<file path="src/rtl/register_file_pkg.sv">
// Shared register-file definitions: register address map and the
// operation encoding used by the command sequencer.
package register_file_pkg;

  localparam int NUM_GPR   = 4;
  localparam int GPR_IDX_W = 2;

  localparam logic [3:0] REG_R0  = 4'h0;
  localparam logic [3:0] REG_R1  = 4'h1;
  localparam logic [3:0] REG_R2  = 4'h2;
  localparam logic [3:0] REG_R3  = 4'h3;
  localparam logic [3:0] REG_ACC = 4'h8;

  typedef enum logic [1:0] {
    RF_OP_LDI  = 2'b00,
    RF_OP_PUT  = 2'b01,
    RF_OP_GET  = 2'b10,
    RF_OP_READ = 2'b11
  } rf_op_e;

endpackage

</file>
<file path="src/rtl/register_file_ctrl_if.sv">
// Command and response channels between an initiator (decoder or debug
// master) and the register-file command sequencer.
interface register_file_ctrl_if
  import register_file_pkg::*;
#(
  parameter int DATA_W         = 8,
  parameter int REG_ADDR_WIDTH = 4
);
  logic                      cmd_valid;
  logic                      cmd_ready;
  rf_op_e                    cmd_op;
  logic [REG_ADDR_WIDTH-1:0] cmd_addr;
  logic [DATA_W-1:0]         cmd_data;
  logic                      rsp_valid;
  logic                      rsp_ready;
  logic [DATA_W-1:0]         rsp_data;

  modport master (
    output cmd_valid, cmd_op, cmd_addr, cmd_data, rsp_ready,
    input  cmd_ready, rsp_valid, rsp_data
  );

  modport slave (
    input  cmd_valid, cmd_op, cmd_addr, cmd_data, rsp_ready,
    output cmd_ready, rsp_valid, rsp_data
  );
endinterface

</file>
<file path="src/rtl/register_file_ctrl.sv">
// Register-file command sequencer: one command at a time becomes a single
// registered strobe cycle (EXEC); READ results are held on the response channel.
module register_file_ctrl
  import register_file_pkg::*;
#(
  parameter int DATA_W         = 8,
  parameter int REG_ADDR_WIDTH = 4
) (
  input  logic                      clk,
  input  logic                      reset_n,
  register_file_ctrl_if.slave       host,
  output logic [DATA_W-1:0]         acc_in,
  output logic                      acc_write_enable,
  output logic                      write_put_acc,
  output logic                      read_get_to_acc,
  output logic [REG_ADDR_WIDTH-1:0] reg_addr,
  output logic                      read_data_output_enable,
  input  logic [DATA_W-1:0]         read_data
);
  typedef enum logic [1:0] {ST_IDLE, ST_EXEC, ST_RESP} state_e;

  state_e            state, state_nxt;
  rf_op_e            op_p1;
  logic [DATA_W-1:0] rsp_data_p2;
  logic              accept;

  assign accept         = host.cmd_valid && (state == ST_IDLE);
  assign host.cmd_ready = (state == ST_IDLE);
  assign host.rsp_valid = (state == ST_RESP);
  assign host.rsp_data  = rsp_data_p2;

  always_ff @(posedge clk or negedge reset_n) begin
    if (!reset_n) state <= ST_IDLE;
    else          state <= state_nxt;
  end

  always_comb begin
    state_nxt = state;
    unique case (state)
      ST_IDLE: if (host.cmd_valid) state_nxt = ST_EXEC;
      ST_EXEC: state_nxt = (op_p1 == RF_OP_READ) ? ST_RESP : ST_IDLE;
      ST_RESP: if (host.rsp_ready) state_nxt = ST_IDLE;
      default: state_nxt = ST_IDLE;
    endcase
  end

  always_ff @(posedge clk or negedge reset_n) begin
    if (!reset_n) begin
      op_p1                   <= RF_OP_LDI;
      acc_in                  <= '0;
      reg_addr                <= '0;
      acc_write_enable        <= 1'b0;
      write_put_acc           <= 1'b0;
      read_get_to_acc         <= 1'b0;
      read_data_output_enable <= 1'b0;
      rsp_data_p2             <= '0;
    end else begin
      acc_write_enable        <= 1'b0;
      write_put_acc           <= 1'b0;
      read_get_to_acc         <= 1'b0;
      read_data_output_enable <= 1'b0;
      // accept -> EXEC: strobes are only ever raised here, so they last one cycle
      if (accept) begin
        op_p1    <= host.cmd_op;
        reg_addr <= host.cmd_addr;
        unique case (host.cmd_op)
          RF_OP_LDI: begin
            acc_write_enable <= 1'b1;
            acc_in           <= host.cmd_data;
          end
          RF_OP_PUT:  write_put_acc           <= 1'b1;
          RF_OP_GET:  read_get_to_acc         <= 1'b1;
          RF_OP_READ: read_data_output_enable <= 1'b1;
        endcase
      end
      // EXEC -> RESP: capture the bus while output-enable is still asserted
      if (state == ST_EXEC && op_p1 == RF_OP_READ)
        rsp_data_p2 <= read_data;
    end
  end
endmodule

</file>
<file path="src/flat_wrapper.sv">
// flat-port wrapper written by rule: the top's interface ports become plain ports
module register_file_ctrl_flat import register_file_pkg::*;
#(
  parameter int DATA_W         = 8,
  parameter int REG_ADDR_WIDTH = 4
)
  (clk, reset_n, acc_in, acc_write_enable, write_put_acc, read_get_to_acc, reg_addr, read_data_output_enable, read_data, host_cmd_valid, host_cmd_op, host_cmd_addr, host_cmd_data, host_rsp_ready, host_cmd_ready, host_rsp_valid, host_rsp_data);
  register_file_ctrl_if #(.DATA_W(DATA_W), .REG_ADDR_WIDTH(REG_ADDR_WIDTH)) host_i ();
  input  logic clk;
  input  logic reset_n;
  output logic [DATA_W-1:0] acc_in;
  output logic acc_write_enable;
  output logic write_put_acc;
  output logic read_get_to_acc;
  output logic [REG_ADDR_WIDTH-1:0] reg_addr;
  output logic read_data_output_enable;
  input  logic [DATA_W-1:0] read_data;
  input wire logic [$bits(host_i.cmd_valid)-1:0] host_cmd_valid;
  input wire logic [$bits(host_i.cmd_op)-1:0] host_cmd_op;
  input wire logic [$bits(host_i.cmd_addr)-1:0] host_cmd_addr;
  input wire logic [$bits(host_i.cmd_data)-1:0] host_cmd_data;
  input wire logic [$bits(host_i.rsp_ready)-1:0] host_rsp_ready;
  output wire logic [$bits(host_i.cmd_ready)-1:0] host_cmd_ready;
  output wire logic [$bits(host_i.rsp_valid)-1:0] host_rsp_valid;
  output wire logic [$bits(host_i.rsp_data)-1:0] host_rsp_data;
  assign host_i.cmd_valid = host_cmd_valid;
  assign host_i.cmd_op = host_cmd_op;
  assign host_i.cmd_addr = host_cmd_addr;
  assign host_i.cmd_data = host_cmd_data;
  assign host_i.rsp_ready = host_rsp_ready;
  assign host_cmd_ready = host_i.cmd_ready;
  assign host_rsp_valid = host_i.rsp_valid;
  assign host_rsp_data = host_i.rsp_data;
  register_file_ctrl #(.DATA_W(DATA_W), .REG_ADDR_WIDTH(REG_ADDR_WIDTH)) u_core (.clk(clk), .reset_n(reset_n), .host(host_i), .acc_in(acc_in), .acc_write_enable(acc_write_enable), .write_put_acc(write_put_acc), .read_get_to_acc(read_get_to_acc), .reg_addr(reg_addr), .read_data_output_enable(read_data_output_enable), .read_data(read_data));
endmodule
</file>
<file path="config.mk">
export PLATFORM = sky130hd
export DESIGN_NAME = register_file_ctrl_flat
export DESIGN_NICKNAME = d
export VERILOG_FILES = /design/src/rtl/register_file_pkg.sv /design/src/rtl/register_file_ctrl_if.sv /design/src/rtl/register_file_ctrl.sv /design/src/flat_wrapper.sv
export SDC_FILE = /design/constraint.sdc
export NUM_CORES = 1
export LEC_CHECK = 0
export CORE_MARGIN = 3
export CORE_UTILIZATION = 42
export CTS_CLUSTER_DIAMETER = 100
export DETAILED_ROUTE_END_ITERATION = 10
export GPL_TIMING_DRIVEN = 1
export HOLD_SLACK_MARGIN = 0.05
export MAX_ROUTING_LAYER = met4
export PLACE_DENSITY = 0.8
export SLEW_MARGIN = 20
export SYNTH_ARGS = -nofsm -noshare
export SYNTH_HDL_FRONTEND = slang
export SYNTH_SLANG_ARGS = --single-unit
</file>
<file path="constraint.sdc">
create_clock -name clk -period 2.8 [get_ports clk]
set_clock_uncertainty 0.1 [all_clocks]
set_input_delay 0.7 -clock clk [delete_from_list [all_inputs] [get_ports clk]]
set_output_delay 0.7 -clock clk [all_outputs]
set_load 0.05 [all_outputs]
</file>
# Yosys cells after proc, flatten, opt, wreduce, memory -nomap -nowiden
# Cells that the tools add are included.
# classes
n_mux	12
div	0
bitwise_logic	0
n_eq_ne	8
add_sub_neg	0
n_lt_le_gt_ge	0
n_shift	0
n_reduce_logical	6
n_mul	0
# ops
cell	n
$eq 2x2->1 const B	4
$mux 1	8
$mux 2	3
$pmux 2 s3	1
$eq 2x1->1 const B	2
$logic_not 2->1	2
$ne 2x2->1 const B	2
$reduce_and 2->1	2
$logic_and 1x1->1	2
# totals
memories	0
rom_bits	0
reg_bits	28
latchBits	0
word_cells	35
out_inout_bits	26
ram_bits	0

# Depth between registers and ports, before layout
# Gate-level depths: netlist of the first run.
# logic_depth
word_depth	3
mapped_depth	5
ltp_nobuf	4

# Least setup slack after synthesis of the first run
# Ideal clock, no wire load.
# synth_timing
path_type	in2reg
from	input port host_cmd_valid
to	register u_core.acc_in[0]
stages	5
slack_ns	0.641
setup_ns	0.125
arrival_time_ns	1.933
path_cell_list	or3b_1 -> buf_6 -> or3_1 -> buf_6 -> mux2_4
# synth_between
elab_chain_cells	2
# synth_rtl
element	line_no	text
from (decl)	flat_wrapper.sv:18	input wire logic [$bits(host_i.cmd_valid)-1:0] host_cmd_valid;
$logic_and 1x1->1	register_file_ctrl.sv:27	assign accept = host.cmd_valid && (state == ST_IDLE);
$reduce_and 2->1 (no source line)	-	
to (signal assigned)	register_file_ctrl.sv:69	acc_in <= host.cmd_data;
to (decl)	register_file_ctrl.sv:12	output logic [DATA_W-1:0] acc_in,
# Every way passes these cells.
# A chain may end at the register's enable or synchronous reset.

# Final worst setup path of the first run
# layout_timing
from	register u_core.state[0]
to	output port host_rsp_valid
# layout_between
elab_chain_cells	1
# layout_rtl
element	line_no	text
from (decl)	register_file_ctrl.sv:22	state_e state, state_nxt;
from (signal assigned)	register_file_ctrl.sv:34	else state <= state_nxt;
$eq 2x2->1	register_file_ctrl.sv:29	assign host.rsp_valid = (state == ST_RESP);
to (decl)	flat_wrapper.sv:24	output wire logic [$bits(host_i.rsp_valid)-1:0] host_rsp_valid;
# Every way passes these cells.

==> results of run 1 <==
==> worst min path at each step <==
| stage | depth (start not counted) | start | to |
|---|---|---|---|
| detailed placement | 2 | u_core.reg_addr[2] | u_core.reg_addr[2] |
| CTS | 2 | u_core.reg_addr[2] | u_core.reg_addr[2] |
| floorplan | 0 | reset_n | u_core.acc_in[0] |
| finish | 2 | u_core.reg_addr[2] | u_core.reg_addr[2] |
| global placement | 2 | u_core.reg_addr[3] | u_core.reg_addr[3] |
| global route | 2 | u_core.reg_addr[1] | u_core.reg_addr[1] |
==> metal layers <==
metal | global-route usage (%) | vias to the layer above | wire [um]
met5 | - | - | 0
met1 | 19.0 | 361 | 996
met2 | 31.2 | 29 | 1350
met4 | 7.12 | 0 | 40
met3 | 2.53 | 6 | 131
li1 | - | 357 | -
==> through the flow <==
step                std cells  setup WS [ps]  area [um2]  power [mW]  utilization, %
detailed placement        155            105        1610        1.48            69.3
CTS                       159            129        1660        1.75            71.6
floorplan                  76            641        1070        1.16               -
global placement          155            153        1610        1.46            69.3
global route              159           68.6        1660        1.81            71.6
finish                    159            149        1660        1.74            71.6
==> worst max-delay path, delay by kind of cell, from the launching register on <==
family	cells	cell delay, ps
DFF	1	440
buffers and inverters	2	840
and+or+nand+nor	1	250
==> sequential cells by signal (all words and copies together) (netlist names) <==
name and count:
u_core.state 2, u_core.host.rsp_data 8, u_core.read_get_to_acc 1, u_core.reg_addr 4, u_core.op_p1 2, u_core.read_data_output_enable 1
u_core.acc_write_enable 1, u_core.write_put_acc 1, u_core.acc_in 8
==> power by group through the flow <==
stage / sequential [mW] / clock (mW) / combinational (mW)
floorplan: 0.994 / 0 / 0.166
global placement: 0.593 / 0 / 0.865
detailed placement: 0.601 / 0 / 0.883
CTS: 0.593 / 0.273 / 0.886
global route: 0.611 / 0.285 / 0.910
finish: 0.592 / 0.267 / 0.877
==> cells by family after synthesis <==
| logic type | share of synthesized area, % |
|---|---|
| buf+inv | 3.16 |
| flops | 65.5 |
| simple gates | 11.2 |
| compound gates | 0.467 |
| mux | 19.6 |
==> cell type report <==
type	count	area, um2
well taps	28	35.0
repair buffers	53	526
multi-input cells	43	335
inverters	3	11.3
flip-flops and latches	28	701
clock inverters	1	30.0
fillers	176	658
clock buffers	3	22.5
==> cells in the final DEF, fill, tap and decap left out <==
master / Yosys / routed
clkdlybuf4s50_1: 0 / 51
dfrtp_1: 28 / 28
nand2_1: 18 / 18
mux2_4: 8 / 8
mux2_2: 8 / 8
clkbuf_4: 0 / 3
nor2_1: 2 / 2
inv_1: 2 / 2
buf_4: 0 / 2
or3b_1: 1 / 1
or3_1: 1 / 1
or2b_1: 1 / 1
clkinv_1: 1 / 1
and3_1: 1 / 1
nor3b_1: 1 / 1
nand4b_1: 1 / 1
o21ai_0: 1 / 1
bufinv_16: 0 / 1
==> impl_summary.log, run 1 <==
[metrics] run status: complete, no violations
[metrics] width of the chip: 56.5 um
[metrics] Overall Global Routing Usage: 17.4%
[metrics] CTS buffer count: 3
[metrics] 1st-iter DRT viols: 14
[metrics] CP cell instances: or2b_1 > inv_1 > clkdlybuf4s50_1
[metrics] hold buffer count at CTS: 0
[metrics] final hold slack: 398 ps
[metrics] via count of the first global-routing pass: 849
[metrics] Crit. Startpoint: u_core.state[0]
[metrics] area growth from synthesis to final layout: 55.2%
[metrics] final number of max-transition violations: 0
[metrics] Clock Root Buffer: clkbuf_4
[metrics] Max Buffers Root-to-Sink: 2
[metrics] setup fix buffers added after clock tree synthesis: 0
[metrics] peak supply drop: 725 uV
[metrics] startpoint of the most critical register-to-register path: u_core.state[1]
[metrics] largest net degree at the start of global routing: 29
[metrics] WP data required: 2000 ps
[metrics] worst max-slew margin expressed relative to the limit: 64.4%
[metrics] Clock Pin Slew Worst Setup and Hold Paths: 140 ps
[metrics] Setup crit end kind: output pin
[metrics] WS Path Type: reg -> out
[metrics] Clk Latency, worst-skew pair: 340 ps
[metrics] worst flop-to-flop path endpoint: u_core.acc_in[4]
[metrics] net switching power figure: 0.732 mW
[metrics] number of synthesized flops with an enable pin: 0
[metrics] final WL: 2520 um
[metrics] Cell Area, Synth: 1070 um2
[metrics] RSZ-0062 raised after global routing: false
[metrics] final weighted congestion of routability-driven global placement: 0.697
[metrics] nature of the critical path startpoint: register
[metrics] share of total power in combinational logic: 50.5%
[metrics] leakage power: 0.780 nW
[metrics] clock group share of total power: 15.4%
[metrics] depth of the worst register-to-register path: 3
[metrics] antenna violations before repair: 0
[metrics] sequential share of power: 34.1%
[metrics] number of sinks driven by the clock tree: 28
[metrics] total negative setup slack: 0 ps
[metrics] endpoint of the worst setup timing path: host_rsp_valid
[metrics] total number of vias: 753
[metrics] depth of the CTS H-tree: 1
[metrics] max frequency: 377 MHz
[metrics] first-pass iteration count of the detailed router: 3
[metrics] I/O pin count: 52
[metrics] data arrival at the endpoint of the critical path: 1850 ps
[metrics] full die area: 3190 um2
[metrics] sequential-to-total area share from yosys stat: 65.5%
[metrics] Finish-stage setup viols: 0
[metrics] share of layout cells above drive strength 1: 16.8%
[metrics] slack of the worst reg-to-reg path: 820 ps
[metrics] largest fanout of any net on the critical path: 4
[metrics] Port Buf Inserts: 51
[metrics] worst-path cell with the longest stage delay: clkdlybuf4s50_1
[metrics] synthesized area per cell: 14.1 um2
[metrics] Yosys top cell by area: dfrtp_1
[metrics] flip-flop cell with the highest count after synthesis: dfrtp_1
[metrics] Post-CTS Resized: 0
[metrics] switching portion of total power: 42.2%
[metrics] Slew @ Worst Pin: 532 ps
[metrics] Internal Power: 1.00 mW
[metrics] number of standard cells after synthesis: 76
[metrics] wire length of the first global-routing pass: 4120 um
[metrics] final antenna diode count: 0
[metrics] TritonCTS clock tree: done
[metrics] count of unresolved DRC violations after routing: 0
[metrics] final worst path period need: 2650 ps
[metrics] starting density of the core: 46.1%
[metrics] vias per cell: 4.74
[metrics] total of warnings raised by yosys: 0
[metrics] register bit total from synthesis: 28
[metrics] fraction of the cycle the final worst path needs: 94.7%
[metrics] synth top area cells: dfrtp_1, mux2_4, mux2_2
[metrics] wire length per cell: 15.8 um
[metrics] power density of the placed cells: 1050 nW/um2
[metrics] crit-path max cell delay: 790 ps
[metrics] hold violation count in the final report: 0
[metrics] die height: 56.5 um
[metrics] type of the most critical hold path: reg -> reg
[metrics] Async S/R FF share, synth: 100%
[metrics] overall overflow remaining after global route: 0
[metrics] number of nets in the synthesized netlist: 102
[metrics] placeable core region: 2320 um2
[metrics] max-cap violations: 0
[metrics] synth cell count leaders: dfrtp_1, nand2_1, mux2_2, mux2_4
[metrics] # nets final: 158
[metrics] top-count cell post-synth: dfrtp_1
[metrics] proportion of netlist area held by the largest area contributor: 65.5%
[metrics] final HPWL from detailed placement: 1910 um
[metrics] Netlist cell types: 15
[metrics] remaining number of nets flagged by the antenna check after routing: 0
[metrics] number of standard-cell rows in the floorplan: 17
Note: power is estimated with default switching activity, not from simulation.
==> run 2: changes to the inputs <==
--- a/config.mk
+++ b/config.mk
@@ -11,3 +11,3 @@
 export DETAILED_ROUTE_END_ITERATION = 10
-export GPL_TIMING_DRIVEN = 1
+export GPL_TIMING_DRIVEN = 0
 export HOLD_SLACK_MARGIN = 0.05
==> constraint.sdc (replaced) <==
create_clock -name clk -period 2.8 [get_ports clk]
set_clock_uncertainty 0.1 [all_clocks]
set_input_delay 0.56 -clock clk [delete_from_list [all_inputs] [get_ports clk]]
set_output_delay 0.56 -clock clk [all_outputs]
set_load 0.05 [all_outputs]
==> impl_summary.log, run 2 (synthesized netlist as in run 1, its figures left out) <==
[metrics] type of the most critical hold path: in -> async
[metrics] total negative setup slack: 0 ps (unchanged)
[metrics] final weighted congestion of routability-driven global placement: 0.704 (+1.0%)
[metrics] WS Path Type: reg -> out
[metrics] final WL: 2190 um (-13%)
[metrics] CP cell instances: or2b_1 > inv_1 > clkdlybuf4s50_1
[metrics] power density of the placed cells: 999 nW/um2 (-4.4%)
[metrics] final HPWL from detailed placement: 1680 um (-12%)
[metrics] data arrival at the endpoint of the critical path: 1820 ps (-30 ps)
[metrics] share of layout cells above drive strength 1: 17.6% (+0.76 points)
[metrics] antenna violations before repair: 0 (unchanged)
[metrics] run status: complete, no violations
[metrics] Clock Root Buffer: clkbuf_4
[metrics] max-cap violations: 0 (unchanged)
[metrics] I/O pin count: 52 (unchanged)
[metrics] TritonCTS clock tree: done
[metrics] total number of vias: 739 (-1.9%)
[metrics] Post-CTS Resized: 0 (unchanged)
[metrics] worst path buffer plus inverter count: 2 (unchanged)
[metrics] fraction of the cycle the final worst path needs: 88.7% (-6.0 points)
[metrics] placeable core region: 2320 um2 (unchanged)
[metrics] slack of the worst reg-to-reg path: 830 ps (about the same)
[metrics] count of fill cells added during filler insertion: 183 (+4.0%)
[metrics] Post-DP Area: 1610 um2 (+0.16%)
[metrics] full die area: 3190 um2 (unchanged)
[metrics] final worst path period need: 2480 ps (-168 ps)
[metrics] hold violation count in the final report: 0 (unchanged)
[metrics] CTS buffer count: 3 (unchanged)
[metrics] die height: 56.5 um (unchanged)
[metrics] starting density of the core: 46.1% (unchanged)
[metrics] count of unresolved DRC violations after routing: 0 (unchanged)
[metrics] max frequency: 403 MHz (+6.8%)
[metrics] Design Area, Final: 1650 um2 (-0.83%)
[metrics] startpoint of the most critical register-to-register path: u_core.state[1]
[metrics] first-pass iteration count of the detailed router: 4 (+1)
[metrics] final number of max-transition violations: 0 (unchanged)
[metrics] # nets final: 158 (unchanged)
[metrics] RSZ-0062 raised after global routing: false
[metrics] area growth from synthesis to final layout: 53.9%
[metrics] leakage power: 0.776 nW (-0.55%)
[metrics] remaining number of nets flagged by the antenna check after routing: 0 (unchanged)
[metrics] 1st-iter DRT viols: 12 (-2)
[metrics] Finish-stage setup viols: 0 (unchanged)
[metrics] leading cell type in the layout, fill and taps excluded: clkdlybuf4s50_1
[metrics] Port Buf Inserts: 51 (unchanged)
[metrics] overall overflow remaining after global route: 0 (unchanged)
[metrics] number of standard-cell rows in the floorplan: 17 (unchanged)
[metrics] wire length per cell: 13.8 um (-13%)
[metrics] largest net degree at the start of global routing: 29 (unchanged)
[metrics] Max Buffers Root-to-Sink: 2 (unchanged)
[metrics] worst flop-to-flop path endpoint: u_core.acc_in[4]
[metrics] width of the chip: 56.5 um (unchanged)
[metrics] nature of the critical path startpoint: register
[metrics] setup fix buffers added after clock tree synthesis: 0 (unchanged)
[metrics] WP data required: 2140 ps (+140 ps)
[metrics] Overall Global Routing Usage: 15.4% (-1.9 points)
[metrics] peak supply drop: 600 uV (-17%)
[metrics] largest fanout of any net on the critical path: 4 (unchanged)
[metrics] hold buffer count at CTS: 0 (unchanged)
[metrics] wire length of the first global-routing pass: 3770 um (-8.4%)
[metrics] Slew @ Worst Pin: 596 ps (+64.8 ps)
[metrics] via count of the first global-routing pass: 758 (-11%)
[metrics] Setup crit end kind: output pin
[metrics] most frequent cells in the layout: clkdlybuf4s50_1, dfrtp_1, nand2_1
[metrics] CP top delay family: buffers and inverters
[metrics] crit-path max cell delay: 790 ps (about the same)
[metrics] worst max-slew margin expressed relative to the limit: 60.2% (-4.2 points)
[metrics] Clock Pin Slew Worst Setup and Hold Paths: 140 ps (about the same)
[metrics] worst-path cell with the longest stage delay: clkdlybuf4s50_1
[metrics] Clk Latency, worst-skew pair: 300 ps (-40 ps)
[metrics] depth of the worst register-to-register path: 5 (+2)
[metrics] number of sinks driven by the clock tree: 28 (unchanged)
[metrics] depth of the CTS H-tree: 1 (unchanged)
[metrics] vias per cell: 4.65 (-1.9%)
[metrics] final antenna diode count: 0 (unchanged)
[run 2: changes by cell type in the layout (fill, tap and decap cells not counted)]
cell / change
buf_2: +1
buf_4: -2
buf_6: +2
bufinv_16: -1
clkdlybuf4s50_1: -1
clkbuf_8: +1
[run 2: layer usage]
| layer | global-route usage (%) | part of all wire [%] | vias up |
|---|---|---|---|
| met3 | 3.22 | 5.6 | 2 |
| li1 | - | - | 357 |
| met5 | - | 0 | - |
| met4 | 5.08 | 1.2 | 0 |
| met2 | 24.9 | 51 | 25 |
| met1 | 19.3 | 42 | 355 |
[run 2: worst reg2reg max path, stage by stage (launching register included)]
cell and delay, ps:
dfrtp_1 430, or3b_1 400, buf_6 150, or3_1 320, buf_6 170, mux2_4 300
[run 2: area by class of cell]
class                           count  area, um2  area share, %
Multi-Input combinational cell     43        335           20.4
Timing Repair Buffer               51        505           30.7
Buffer                              2       22.5           1.37
Sequential cell                    28        701           42.6
Inverter                            3       11.3          0.684
Tap cell                           28       35.0           2.13
Clock buffer                        4       36.3           2.20
[run 2: how the worst max path moves through the flow]
| stage | depth (start not counted) | to | startpoint |
|---|---|---|---|
| 6_report | 3 | host_rsp_valid | u_core.state[0] |
| 2_1_floorplan | 5 | u_core.acc_in[0] | host_cmd_valid |
| 3_5_place_dp | 6 | u_core.acc_in[4] | host_cmd_valid |
| 3_3_place_gp | 6 | u_core.acc_in[7] | host_cmd_valid |
| 5_1_grt | 3 | host_rsp_valid | u_core.state[0] |
| 4_1_cts | 3 | host_rsp_valid | u_core.state[0] |
[run 2: per-stage QoR]
stage | worst slack, ps | util, % | total power, mW | hold WS, ps | cells
2_1_floorplan | 781 | - | 1.16 | 164 | 76
3_3_place_gp | 288 | 69.7 | 1.46 | 359 | 155
3_5_place_dp | 239 | 69.5 | 1.48 | 365 | 155
4_1_cts | 296 | 71.0 | 1.67 | 147 | 159
5_1_grt | 224 | 71.0 | 1.73 | 146 | 159
6_report | 317 | 71.0 | 1.65 | 135 | 159
[run 2: where the power goes]
group | leakage (nW) | switching [mW] | internal (mW)
combinational | 0.412 | 0.541 | 0.334
clock | 0.0210 | 0.105 | 0.0792
sequential | 0.343 | 0.0606 | 0.526
